## config.mk

```make
export PLATFORM = sky130hd
export DESIGN_NAME = mem_arbiter_flat
export DESIGN_NICKNAME = d
export VERILOG_FILES = /design/src/rtl/mem_arbiter_if.sv /design/src/rtl/mem_arbiter.sv /design/src/flat_wrapper.sv
export SDC_FILE = /design/constraint.sdc
export NUM_CORES = 1
export LEC_CHECK = 0
export CORE_AREA = 5 5 152 154
export CTS_BUF_LIST = sky130_fd_sc_hd__clkbuf_4
export CTS_CLUSTER_DIAMETER = 150
export CTS_CLUSTER_SIZE = 14
export DETAILED_ROUTE_END_ITERATION = 16
export DIE_AREA = 0 0 157 159
export GPL_ROUTABILITY_DRIVEN = 0
export PLACE_DENSITY = 0.64
export SYNTH_ARGS = -nofsm -noshare
export SYNTH_HDL_FRONTEND = slang
export SYNTH_SLANG_ARGS = --single-unit
```

## constraint.sdc

```tcl
create_clock -name clk -period 5.3 [get_ports clk]
set_clock_uncertainty 0.05 [all_clocks]
set_input_delay 1.06 -clock clk [delete_from_list [all_inputs] [get_ports clk]]
set_output_delay 1.06 -clock clk [all_outputs]
set_load 0.05 [all_outputs]
```

## src/rtl/mem_arbiter_if.sv

```systemverilog
// Bundles the requester-side and memory-side handshakes of mem_arbiter.
// The master modport is the arbiter's view; slave is the surrounding system's view.
interface mem_arbiter_if #(
    parameter int NUM_REQ = 4,
    parameter int ADDR_W  = 32,
    parameter int DATA_W  = 32
) ();
    logic [NUM_REQ-1:0]        req_ce_i;
    logic [NUM_REQ-1:0]        req_we_i;
    logic [NUM_REQ*ADDR_W-1:0] req_addr_i;
    logic [NUM_REQ*DATA_W-1:0] req_data_i;
    logic [NUM_REQ-1:0]        req_ready_o;
    logic [DATA_W-1:0]         req_data_o;
    logic                      mem_ce_o;
    logic                      mem_we_o;
    logic [ADDR_W-1:0]         mem_addr_o;
    logic [DATA_W-1:0]         mem_data_o;
    logic [DATA_W-1:0]         mem_data_i;
    logic                      mem_ready_i;
    logic [2:0]                grant_o;
    logic                      busy_o;

    modport master (
        input  req_ce_i, req_we_i, req_addr_i, req_data_i, mem_data_i, mem_ready_i,
        output req_ready_o, req_data_o, mem_ce_o, mem_we_o, mem_addr_o, mem_data_o,
               grant_o, busy_o
    );

    modport slave (
        output req_ce_i, req_we_i, req_addr_i, req_data_i, mem_data_i, mem_ready_i,
        input  req_ready_o, req_data_o, mem_ce_o, mem_we_o, mem_addr_o, mem_data_o,
               grant_o, busy_o
    );
endinterface

```

## src/rtl/mem_arbiter.sv

```systemverilog
// Round-robin arbiter sharing one memory port between NUM_REQ requesters.
// Accesses are fully serialised: IDLE -> BUSY (wait mem_ready_i) -> RELEASE -> IDLE.
module mem_arbiter #(
    parameter int NUM_REQ = 4,
    parameter int ADDR_W  = 32,
    parameter int DATA_W  = 32
) (
    input  logic             clk,
    input  logic             rst,
    mem_arbiter_if.master    bus
);
    localparam int IDX_W = (NUM_REQ > 1) ? $clog2(NUM_REQ) : 1;
    localparam logic [IDX_W-1:0] LAST_IDX = IDX_W'(NUM_REQ - 1);

    typedef enum logic [1:0] {IDLE, BUSY, RELEASE} state_t;

    state_t           state;
    logic [IDX_W-1:0] rr_ptr;
    logic [IDX_W-1:0] sel_idx;
    logic             sel_valid;

    function automatic logic [IDX_W-1:0] wrap_add(input logic [IDX_W-1:0] base, input int off);
        int s;
        s = int'(base) + off;
        if (s >= NUM_REQ) s = s - NUM_REQ;
        return s[IDX_W-1:0];
    endfunction

    // Scan offsets from the far end so the requester closest to rr_ptr wins.
    // NOTE: every output gets a default before the loop, so no latch is inferred.
    always_comb begin
        sel_valid = 1'b0;
        sel_idx   = '0;
        for (int i = NUM_REQ - 1; i >= 0; i--) begin
            if (bus.req_ce_i[wrap_add(rr_ptr, i)]) begin
                sel_valid = 1'b1;
                sel_idx   = wrap_add(rr_ptr, i);
            end
        end
    end

    // NOTE: sequential state uses non-blocking assignments so every register samples pre-edge values.
    always_ff @(posedge clk or negedge rst) begin
        if (!rst) begin
            state           <= IDLE;
            rr_ptr          <= '0;
            bus.req_ready_o <= '0;
            bus.req_data_o  <= '0;
            bus.mem_ce_o    <= 1'b0;
            bus.mem_we_o    <= 1'b0;
            bus.mem_addr_o  <= '0;
            bus.mem_data_o  <= '0;
            bus.grant_o     <= '0;
            bus.busy_o      <= 1'b0;
        end else begin
            case (state)
                IDLE: begin
                    if (sel_valid) begin
                        bus.mem_ce_o   <= 1'b1;
                        bus.mem_we_o   <= bus.req_we_i[sel_idx];
                        bus.mem_addr_o <= bus.req_addr_i[sel_idx*ADDR_W +: ADDR_W];
                        bus.mem_data_o <= bus.req_data_i[sel_idx*DATA_W +: DATA_W];
                        bus.grant_o    <= 3'(sel_idx);
                        bus.busy_o     <= 1'b1;
                        rr_ptr         <= (sel_idx == LAST_IDX) ? '0 : sel_idx + 1'b1;
                        state          <= BUSY;
                    end
                end
                BUSY: begin
                    if (bus.mem_ready_i) begin
                        bus.mem_ce_o    <= 1'b0;
                        bus.req_ready_o <= NUM_REQ'(1) << bus.grant_o;
                        bus.req_data_o  <= bus.mem_data_i;
                        state           <= RELEASE;
                    end
                end
                RELEASE: begin
                    // Granted requester still shows ce here; arbitrating now would re-serve it.
                    bus.req_ready_o <= '0;
                    bus.busy_o      <= 1'b0;
                    state           <= IDLE;
                end
                default: state <= IDLE;
            endcase
        end
    end
endmodule
```

## src/flat_wrapper.sv

```systemverilog
// flat-port wrapper written by rule: the top's interface ports become plain ports
module mem_arbiter_flat 
#(
    parameter int NUM_REQ = 4,
    parameter int ADDR_W  = 32,
    parameter int DATA_W  = 32
)
  (clk, rst, bus_req_ce_i, bus_req_we_i, bus_req_addr_i, bus_req_data_i, bus_mem_data_i, bus_mem_ready_i, bus_req_ready_o, bus_req_data_o, bus_mem_ce_o, bus_mem_we_o, bus_mem_addr_o, bus_mem_data_o, bus_grant_o, bus_busy_o);
  mem_arbiter_if #(.NUM_REQ(NUM_REQ), .ADDR_W(ADDR_W), .DATA_W(DATA_W)) bus_i ();
  input  logic clk;
  input  logic rst;
  input wire logic [$bits(bus_i.req_ce_i)-1:0] bus_req_ce_i;
  input wire logic [$bits(bus_i.req_we_i)-1:0] bus_req_we_i;
  input wire logic [$bits(bus_i.req_addr_i)-1:0] bus_req_addr_i;
  input wire logic [$bits(bus_i.req_data_i)-1:0] bus_req_data_i;
  input wire logic [$bits(bus_i.mem_data_i)-1:0] bus_mem_data_i;
  input wire logic [$bits(bus_i.mem_ready_i)-1:0] bus_mem_ready_i;
  output wire logic [$bits(bus_i.req_ready_o)-1:0] bus_req_ready_o;
  output wire logic [$bits(bus_i.req_data_o)-1:0] bus_req_data_o;
  output wire logic [$bits(bus_i.mem_ce_o)-1:0] bus_mem_ce_o;
  output wire logic [$bits(bus_i.mem_we_o)-1:0] bus_mem_we_o;
  output wire logic [$bits(bus_i.mem_addr_o)-1:0] bus_mem_addr_o;
  output wire logic [$bits(bus_i.mem_data_o)-1:0] bus_mem_data_o;
  output wire logic [$bits(bus_i.grant_o)-1:0] bus_grant_o;
  output wire logic [$bits(bus_i.busy_o)-1:0] bus_busy_o;
  assign bus_i.req_ce_i = bus_req_ce_i;
  assign bus_i.req_we_i = bus_req_we_i;
  assign bus_i.req_addr_i = bus_req_addr_i;
  assign bus_i.req_data_i = bus_req_data_i;
  assign bus_i.mem_data_i = bus_mem_data_i;
  assign bus_i.mem_ready_i = bus_mem_ready_i;
  assign bus_req_ready_o = bus_i.req_ready_o;
  assign bus_req_data_o = bus_i.req_data_o;
  assign bus_mem_ce_o = bus_i.mem_ce_o;
  assign bus_mem_we_o = bus_i.mem_we_o;
  assign bus_mem_addr_o = bus_i.mem_addr_o;
  assign bus_mem_data_o = bus_i.mem_data_o;
  assign bus_grant_o = bus_i.grant_o;
  assign bus_busy_o = bus_i.busy_o;
  mem_arbiter #(.NUM_REQ(NUM_REQ), .ADDR_W(ADDR_W), .DATA_W(DATA_W)) u_core (.clk(clk), .rst(rst), .bus(bus_i));
endmodule
```

---- After elaboration in Yosys (flattened, before gate mapping) ----
Cells that the tools add are included.
word-level totals
  bits in registers ....................... 109
  input bits .............................. 299
  logic and storage cells ................. 77
operators by class
  shift-type cells ........................ 3
  mux-type cells .......................... 32
  add/sub/neg operators ................... 8
  $lt $le $gt $ge ......................... 9
  reductions and logical operators ........ 10
  equality and inequality tests ........... 5
operators by type and width
  kind                                                                                 number
  128-bit by 8-bit indexed part select with 32-bit output                              2
  2-bit two-way mux                                                                    11
  2-bit by 3-bit < comparator with 1-bit output, second input constant                 5
  1-bit two-way mux                                                                    11
  1-bit binary-select mux with 2-bit select                                            5
  2-bit AND reduction                                                                  5
  3-bit greater-or-equal comparator, second input constant                             3
  4-bit one-hot mux with 2 select lines                                                1
  2-bit by 1-bit subtractor with 2-bit output, second input constant                   4
  2-bit by 2-bit adder with 3-bit output, second input constant                        2
  2-bit nonzero test                                                                   3
  2-bit == test, second input constant                                                 2
  4-bit two-way mux                                                                    1
  1-bit one-hot mux with 2 select lines                                                2
  2-bit one-hot mux with 2 select lines                                                1
  1-bit by 2-bit left shift with 4-bit output, first input constant                    1
  2-bit by 1-bit adder with 3-bit output, second input constant                        1
  2-bit by 3-bit greater-or-equal comparator with 1-bit output, second input constant  1
  3-bit AND reduction                                                                  1
  2-bit by 1-bit adder with 2-bit output, second input constant                        1
  2-bit by 1-bit == test with 1-bit output, second input constant                      1
  2-bit logical NOT                                                                    1
  2-bit by 1-bit != test with 1-bit output, second input constant                      1
  2-bit != test, second input constant                                                 1

---- Depth between registers and ports, before layout ----
Gate-level depths: netlist (run 1).
  depth after elaboration ................. 11
  depth in mapped cells ................... 8
  mapped depth without buffers ............ 5

---- Worst setup path after synthesis (run 1) ----
Ideal clock, no wire load.
  path type ............................... input to register
  from .................................... input port bus_req_ce_i[2]
  to ...................................... register u_core.bus.mem_addr_o[0]
  arrival time ............................ 2.200 ns
  cell stages on the path ................. 7
  setup slack ............................. 2.923 ns
  library setup time ...................... 0.127 ns
  data required time ...................... 5.123 ns
  cells stage by stage .................... nor2b_1 -> a311oi_2 -> o21ai_1 -> buf_4 -> buf_6 -> a211oi_2 -> a211oi_2
on the way
  cells in the longest elaborated chain, start to end .. 7
ends and longest elaborated chain
  item                                                                                            RTL line              RTL
  from (decl)                                                                                     flat_wrapper.sv:12    input wire logic [$bits(bus_i.req_ce_i)-1:0] bus_req_ce_i;
  1-bit binary-select mux with 2-bit select                                                       mem_arbiter.sv:35     if (bus.req_ce_i[wrap_add(rr_ptr, i)]) begin
  1-bit two-way mux (not written as such)                                                         mem_arbiter.sv:35
  2-bit two-way mux or 1-bit two-way mux (tied branches) (4 in series)                            mem_arbiter.sv:35
  128-bit by 8-bit indexed part select with 32-bit output or 2-bit AND reduction (tied branches)  n/a
  to (signal assigned)                                                                            mem_arbiter.sv:61     bus.mem_addr_o <= bus.req_addr_i[sel_idx*ADDR_W +: ADDR_W];
  to (decl)                                                                                       mem_arbiter_if.sv:25  output req_ready_o, req_data_o, mem_ce_o, mem_we_o, mem_addr_o, mem_data_o,
Several ways; a longest one is shown, not always the timed one. The select of a mux whose other input is x is not followed.
A chain may end at the register's enable or synchronous reset.

---- Final worst setup path (run 1) ----
  from .................................... input port bus_req_ce_i[2]
  to ...................................... register u_core.bus.mem_data_o[26]
on the way
  cells in the longest elaborated chain, start to end .. 7
ends and longest elaborated chain
  item                                                                                            RTL line              RTL
  1-bit binary-select mux with 2-bit select                                                       mem_arbiter.sv:35
  1-bit two-way mux (not written as such)                                                         mem_arbiter.sv:35
  2-bit two-way mux or 1-bit two-way mux (tied branches) (4 in series)                            mem_arbiter.sv:35
  128-bit by 8-bit indexed part select with 32-bit output or 2-bit AND reduction (tied branches)  n/a
  to (signal assigned)                                                                            mem_arbiter.sv:62     bus.mem_data_o <= bus.req_data_i[sel_idx*DATA_W +: DATA_W];
  to (decl)                                                                                       mem_arbiter_if.sv:25
Several ways; a longest one is shown, not always the timed one. The select of a mux whose other input is x is not followed.

==> results of run 1 <==
-- metal layers --
metal	global-route usage, %	vias to the layer above
met4	7.179	0
li1	-	3058
met1	24.91	2937
met2	34.78	243
met5	0	-
met3	4.512	38
-- worst max path at each step --
stage,cells after the start,to,from
finish,7,u_core.bus.mem_data_o[26],bus_req_ce_i[2]
CTS,7,u_core.bus.mem_data_o[4],bus_req_ce_i[2]
floorplan,7,u_core.bus.mem_addr_o[0],bus_req_ce_i[2]
global route,7,u_core.bus.mem_data_o[4],bus_req_ce_i[2]
detailed placement,7,u_core.bus.mem_data_o[4],bus_req_ce_i[2]
global placement,7,u_core.bus.mem_data_o[4],bus_req_ce_i[2]
-- critical path, delay by kind of cell --
family | cells | cell delay [ns]
compound gates | 4 | 1.13
buf+inv | 2 | 0.99
simple gates | 1 | 0.20
-- power groups by stage --
stage          clock network, uW  registers [uW]  logic (uW)
6_report                     429            1490        4310
5_1_grt                      474            1550        4570
4_1_cts                      445            1490        4370
3_5_place_dp                   0            1510        4360
3_3_place_gp                   0            1500        4330
2_1_floorplan                  0            2820        1570
-- cell families after synthesis --
| kind of cell | after synthesis |
|---|---|
| multiplexers | 65 |
| other | 1 |
| buffers and inverters | 64 |
| flip-flops | 109 |
| AO/OA/AOI/OAI | 151 |
| XOR/XNOR | 1 |
| AND/OR/NAND/NOR | 255 |
-- per-stage QoR --
stage	area (um^2)	hold slack, ns	utilization, %
3_5_place_dp	10700	0.4108	49.62
6_report	10820	0.4388	50.21
5_1_grt	10820	0.4568	50.21
2_1_floorplan	6480	0.4813	-
4_1_cts	10820	0.4381	50.20
3_3_place_gp	10700	0.4067	49.62
-- layout by cell type (no fill, tap or decap), drive strengths merged, types with 2 or more instances in the layout --
master         Yosys  routed
nor2b              2       2
a211oi           130     130
o21ai              7       7
nand2            109     109
clkdlybuf4s50      0     402
inv                4       7
nor3               2       2
buf               35      14
or3                2       2
a21oi              4       4
mux2i             65      65
and3              65      65
clkinv             0       2
clkbuf            25       9
dfrtp            109     109
nor2              72      72
-- final cells by class --
| type | count | area [um^2] | share of cell area [%] |
|---|---|---|---|
| diodes | 1 | 2.502 | 0.02312 |
| repair buffers | 416 | 4167 | 38.50 |
| clock inverters | 6 | 56.30 | 0.5203 |
| clock buffers | 9 | 67.56 | 0.6244 |
| well taps | 280 | 350.3 | 3.237 |
| flip-flops and latches | 109 | 2728 | 25.21 |
| multi-input cells | 473 | 3436 | 31.75 |
| inverters | 4 | 15.01 | 0.1387 |
-- flip-flops by register name, summed over array words and instances (netlist names) --
register	cells
u_core.bus.mem_addr_o	32
u_core.bus.mem_data_o	32
u_core.bus.req_data_o	32
u_core.bus.req_ready_o	4
u_core.bus.grant_o	2
u_core.rr_ptr	2
u_core.state	2
u_core.bus.busy_o	1
u_core.bus.mem_ce_o	1
u_core.bus.mem_we_o	1
==> run_results.csv, run 1 <==
group,metric,value,unit
route,firstDrtPassIters,4,
route,vias_per_cell,4.835,
route,highest_layer,"met4",
global_routing,grt_overflow,0,
global_routing,antenna_found_initial,1,
logic_synthesis,yosys.area.top_type,"dfrtp_1",
logic_synthesis,synth_top_flop_cell,"dfrtp_1",
logic_synthesis,postSynthAreaPerCell,10.03,um^2
sta,setup_slack,2.254,ns
logic_synthesis,synth_warnings,0,
clocking,numCtsBuffers,9,
clocking,postCtsSetupRepairBufs,0,
clocking,clkTransAtPathRegs,0.20,ns
pwr,pwr-share-seq,23.9,%
critical_path,crit_fanout,22,
logic_synthesis,netlist_instances,646,
critical_path,worst_setup_path_end_kind,"register",
logic_synthesis,yosysSeqAreaShare,42.09,%
clocking,clock-sinks,109,
sta,finalSetupViolCount,0,
sta,period_needed,3.046,ns
route,wl_met3,1951,um
placement,dp_cells,1282,
sta,worst_slew_pin_slew,0.8566,ns
critical_path,regToRegStartpoint,"u_core.rr_ptr[0]",
critical_path,cp-start-kind,"primary input",
sta,max_freq,328.3,MHz
floorplanning,start_util,30.07,%
logic_synthesis,synth-adder-area-share,0,%
min_path,hold_path_class,"in -> async",
route,routed_wl,26380,um
route,ant_nets,0,
pwr,p_total,6234,uW
sta,drv_slew,0,
pwr,ir_worst_vdd,438.3,uV
run,max_cap_viol_count,0,
logic_synthesis,ys_ff_latch,109,
clocking,root_buffer,"clkbuf_4",
pwr,intPower,2887,uW
logic_synthesis,async_flop_share,100.0,%
pwr,p_switching,3347,uW
floorplanning,die_x,157,um
global_routing,grt_max_degree,81,
floorplanning,dieArea,24960,um^2
logic_synthesis,yosys-top-cells-count,"109 x dfrtp_1, 108 x nand2_1, 89 x a211oi_2",
logic_synthesis,synth_top_family_by_area,"compound AO/OA/AOI/OAI gates",
sta,max_slew_margin,42.68,%
sta,grt_setup_unrepaired,"false",
logic_synthesis,ys_top_cells_by_area,"dfrtp_1 42%, a211oi_2 17%, mux2i_1 10%, and3_1 6.3%, nand2_1 6.3%",
route,wl_met1,10540,um
clocking,cts_hold_buffers,0,
logic_synthesis,synth_compound_area_share,24.17,%
critical_path,crit_required,5.67,ns
clocking,cts-resized-gates,0,
logic_synthesis,synth.area.mux_share,10.04,%
final_layout,nets,1312,
clocking,clk_path_buf_depth,2,
final_layout,syn_to_final_growth,67.00,%
global_routing,grt_pass1_vias,6471,
pwr,p_leak,0.004475,uW
clocking,clock_latency,0.51,ns
pwr,power_density,576.1,nW/um^2
floorplanning,die_h,159,um
final_layout,drive_above_1_share,12.49,%
global_routing,track_usage,20.28,%
route,drt_iter0_markers,336,
floorplanning,pin_count,405,
pwr,pwr-share-comb,69.2,%
pwr,p_clk_share,6.9,%
critical_path,path_class,"in -> reg",
placement,portBuffers,403,
pwr,switching_share,53.69,%
logic_synthesis,synth-simple-area-share,17.88,%
route,wl_per_cell,20.32,um
critical_path,crit_arrival,3.42,ns
placement,dp_hpwl,19570,um
logic_synthesis,ys_types,35,
placement,place_ws,1.680,ns
route,num_vias,6276,
final_layout,fill_cells,2015,
sta,setup-tns-final,0,ns
clocking,cts_tree,"built",
route,post-route-drc-count,0,
final_layout,layout.cells.non_filler,1298,
logic_synthesis,synthXorXnorAreaFrac,0.1352,%
critical_path,timing.rr.end,"u_core.bus.mem_data_o[5]",
outcome,status,"finished clean",
floorplanning,num_rows,54,
critical_path,crit_path_max_incr_delay,0.73,ns
critical_path,reg2reg_slack,2.90,ns
critical_path,crit_path_top_delay_cell,"o21ai_4",
critical_path,path_cells,"clkdlybuf4s50_1 -> nor2b_1 -> a311oi_2 -> o21ai_4 -> buf_4 -> a211oi_2 -> a211oi_2",
sta,finalHoldViolCount,0,
route,wl_met2,13150,um
floorplanning,core-area,21550,um^2
sta,post-route-period-util,57.48,%
logic_synthesis,synthesis.area,6480,um^2
critical_path,crit_top_cell,"a211oi_2",
logic_synthesis,synth-edff-count,0,
logic_synthesis,synth_nets,945,
logic_synthesis,synth_most_common_cell,"dfrtp_1",
global_routing,grt_pass1_wl,39560,um
critical_path,reg2regPathDepth,6,
clocking,h-tree-depth,3,
logic_synthesis,netlist.area_leader.share,42.09,%
No activity file was read; power rests on OpenSTA's default activity.
==> run 2, diff against run 1 <==
- CORE_AREA: 5 5 152 154 -> 5 5 155 157
- DIE_AREA: 0 0 157 159 -> 0 0 160 162
- clock period: 5.3 -> 2.5 ns (I/O delays scaled with it)
==> run 2 against run 1 <==
Non-clock buffer count increased by 26. Via count increased by 1.8%. Cell area increased by 3.4%.
==> run_results.csv, run 2 (synthesized netlist as in run 1, its figures left out) <==
group,metric,value,unit
clocking,cts-resized-gates,0,
min_path,hold_path_class,"in -> async",
critical_path,crit_path_top_delay_cell,"clkdlybuf4s50_1",
final_layout,final_common_cell,"clkdlybuf4s50_1",
sta,finalSetupViolCount,0,
floorplanning,dieArea,25920,um^2
clocking,clkTransAtPathRegs,0.19,ns
floorplanning,die_h,162,um
global_routing,grt_pass1_vias,6677,
critical_path,path_cells,"clkdlybuf4s50_1",
route,wl_per_cell,20.08,um
final_layout,nets,1338,
pwr,p_leak,0.004658,uW
pwr,ir_worst_vdd,737.1,uV
placement,dp_hpwl,21020,um
global_routing,grt_max_degree,57,
route,post-route-drc-count,0,
sta,holdWs,0.3762,ns
clocking,cts_hold_buffers,1,
pwr,power_density,1222,nW/um^2
critical_path,crit_required,1.95,ns
global_routing,antenna_found_initial,1,
clocking,cts_tree,"built",
final_layout,drive_above_1_share,14.57,%
route,ant_nets,0,
clocking,root_buffer,"clkbuf_4",
run,max_cap_viol_count,0,
critical_path,cp-start-kind,"register",
sta,post-route-period-util,94.25,%
final_layout,mostFrequentLayoutCells,"402 x clkdlybuf4s50_1, 109 x dfrtp_1, 108 x nand2_1",
sta,max_freq,424.4,MHz
critical_path,crit_fanout,5,
global_routing,track_usage,19.69,%
sta,period_needed,2.356,ns
final_layout,syn_to_final_growth,72.66,%
sta,finalHoldViolCount,0,
route,routed_wl,26690,um
sta,drv_slew,0,
floorplanning,die_x,160,um
floorplanning,core-area,22370,um^2
outcome,status,"finished clean",
clocking,clock_latency,0.49,ns
global_routing,grt_overflow,0,
route,firstDrtPassIters,6,
critical_path,path_delay_family,"buffers and inverters",
critical_path,path_class,"reg -> out",
floorplanning,num_rows,55,
sta,setup-tns-final,0,ns
critical_path,crit_arrival,1.81,ns
placement,portBuffers,403,
clocking,clock-sinks,109,
critical_path,worst_setup_path_end_kind,"output pin",
clocking,postCtsSetupRepairBufs,0,
critical_path,cp.buffers_inverters,1,
route,vias_per_cell,4.810,
clocking,clk_path_buf_depth,2,
route,num_vias,6392,
clocking,numCtsBuffers,9,
final_layout,reg.largest.list,"u_core.bus.mem_addr_o (32), u_core.bus.mem_data_o (32), u_core.bus.req_data_o (32)",
sta,grt_setup_unrepaired,"false",
sta,worst_slew_pin_slew,0.5976,ns
sta,max_slew_margin,60.04,%
clocking,h-tree-depth,3,
floorplanning,start_util,28.97,%
route,drt_iter0_markers,377,
floorplanning,pin_count,405,
critical_path,crit_path_max_incr_delay,0.86,ns
global_routing,grt_pass1_wl,40110,um
[run 2: changes by cell type in the layout (fill, tap and decap cells not counted), sizes merged]
cell	delta
dlygate4sd3	+1
buf	+25
[run 2: per-stage QoR]
stage	utilization [%]	worst slack (ns)	std cells	instance area, um^2	total power, uW
2_1_floorplan	-	0.6826	646	6480	9316
3_3_place_gp	49.42	0.04197	1312	11050	12790
3_5_place_dp	49.42	0.007356	1312	11050	12900
4_1_cts	50.01	0.07272	1328	11190	13830
5_1_grt	50.03	0.03878	1329	11190	14430
6_report	50.03	0.1436	1329	11190	13670
[run 2: worst paths after layout]
path	to	slack, ns	startpoint	depth (start not counted)
min reg2reg	u_core.bus.req_data_o[24]	0.45	u_core.bus.req_data_o[24]	2
max in group asynchronous	u_core.bus.mem_data_o[31]	1.39	rst	3
min	u_core.bus.mem_addr_o[21]	0.38	rst	2
min in group clk	u_core.bus.req_data_o[21]	0.43	bus_mem_data_i[21]	3
max reg2reg	u_core.bus.mem_data_o[11]	0.54	u_core.rr_ptr[1]	7
max	bus_grant_o[0]	0.14	u_core.bus.grant_o[0]	1
[run 2: area by class of cell]
type	count	area, um^2
multi-input cells	473	3436
flip-flops and latches	109	2728
repair buffers	442	4527
clock inverters	6	56.30
well taps	285	356.6
diodes	1	2.502
inverters	4	15.01
clock buffers	9	67.56
fillers	2145	11180
[run 2: where the power goes]
part	internal (uW)	switching, uW
Sequential	2630	544
Clock	221	679
Combinational	3630	5960
Total	6480	7180
[run 2: per-layer routing]
layer,track usage (%),vias up,share of wire [%],wire [um]
met5,0,-,0,0
met4,6.883,0,2.8,758
met3,5.912,43,7.9,2097
met2,34.10,259,50,13350
met1,23.28,2974,39,10490
li1,-,3116,-,-
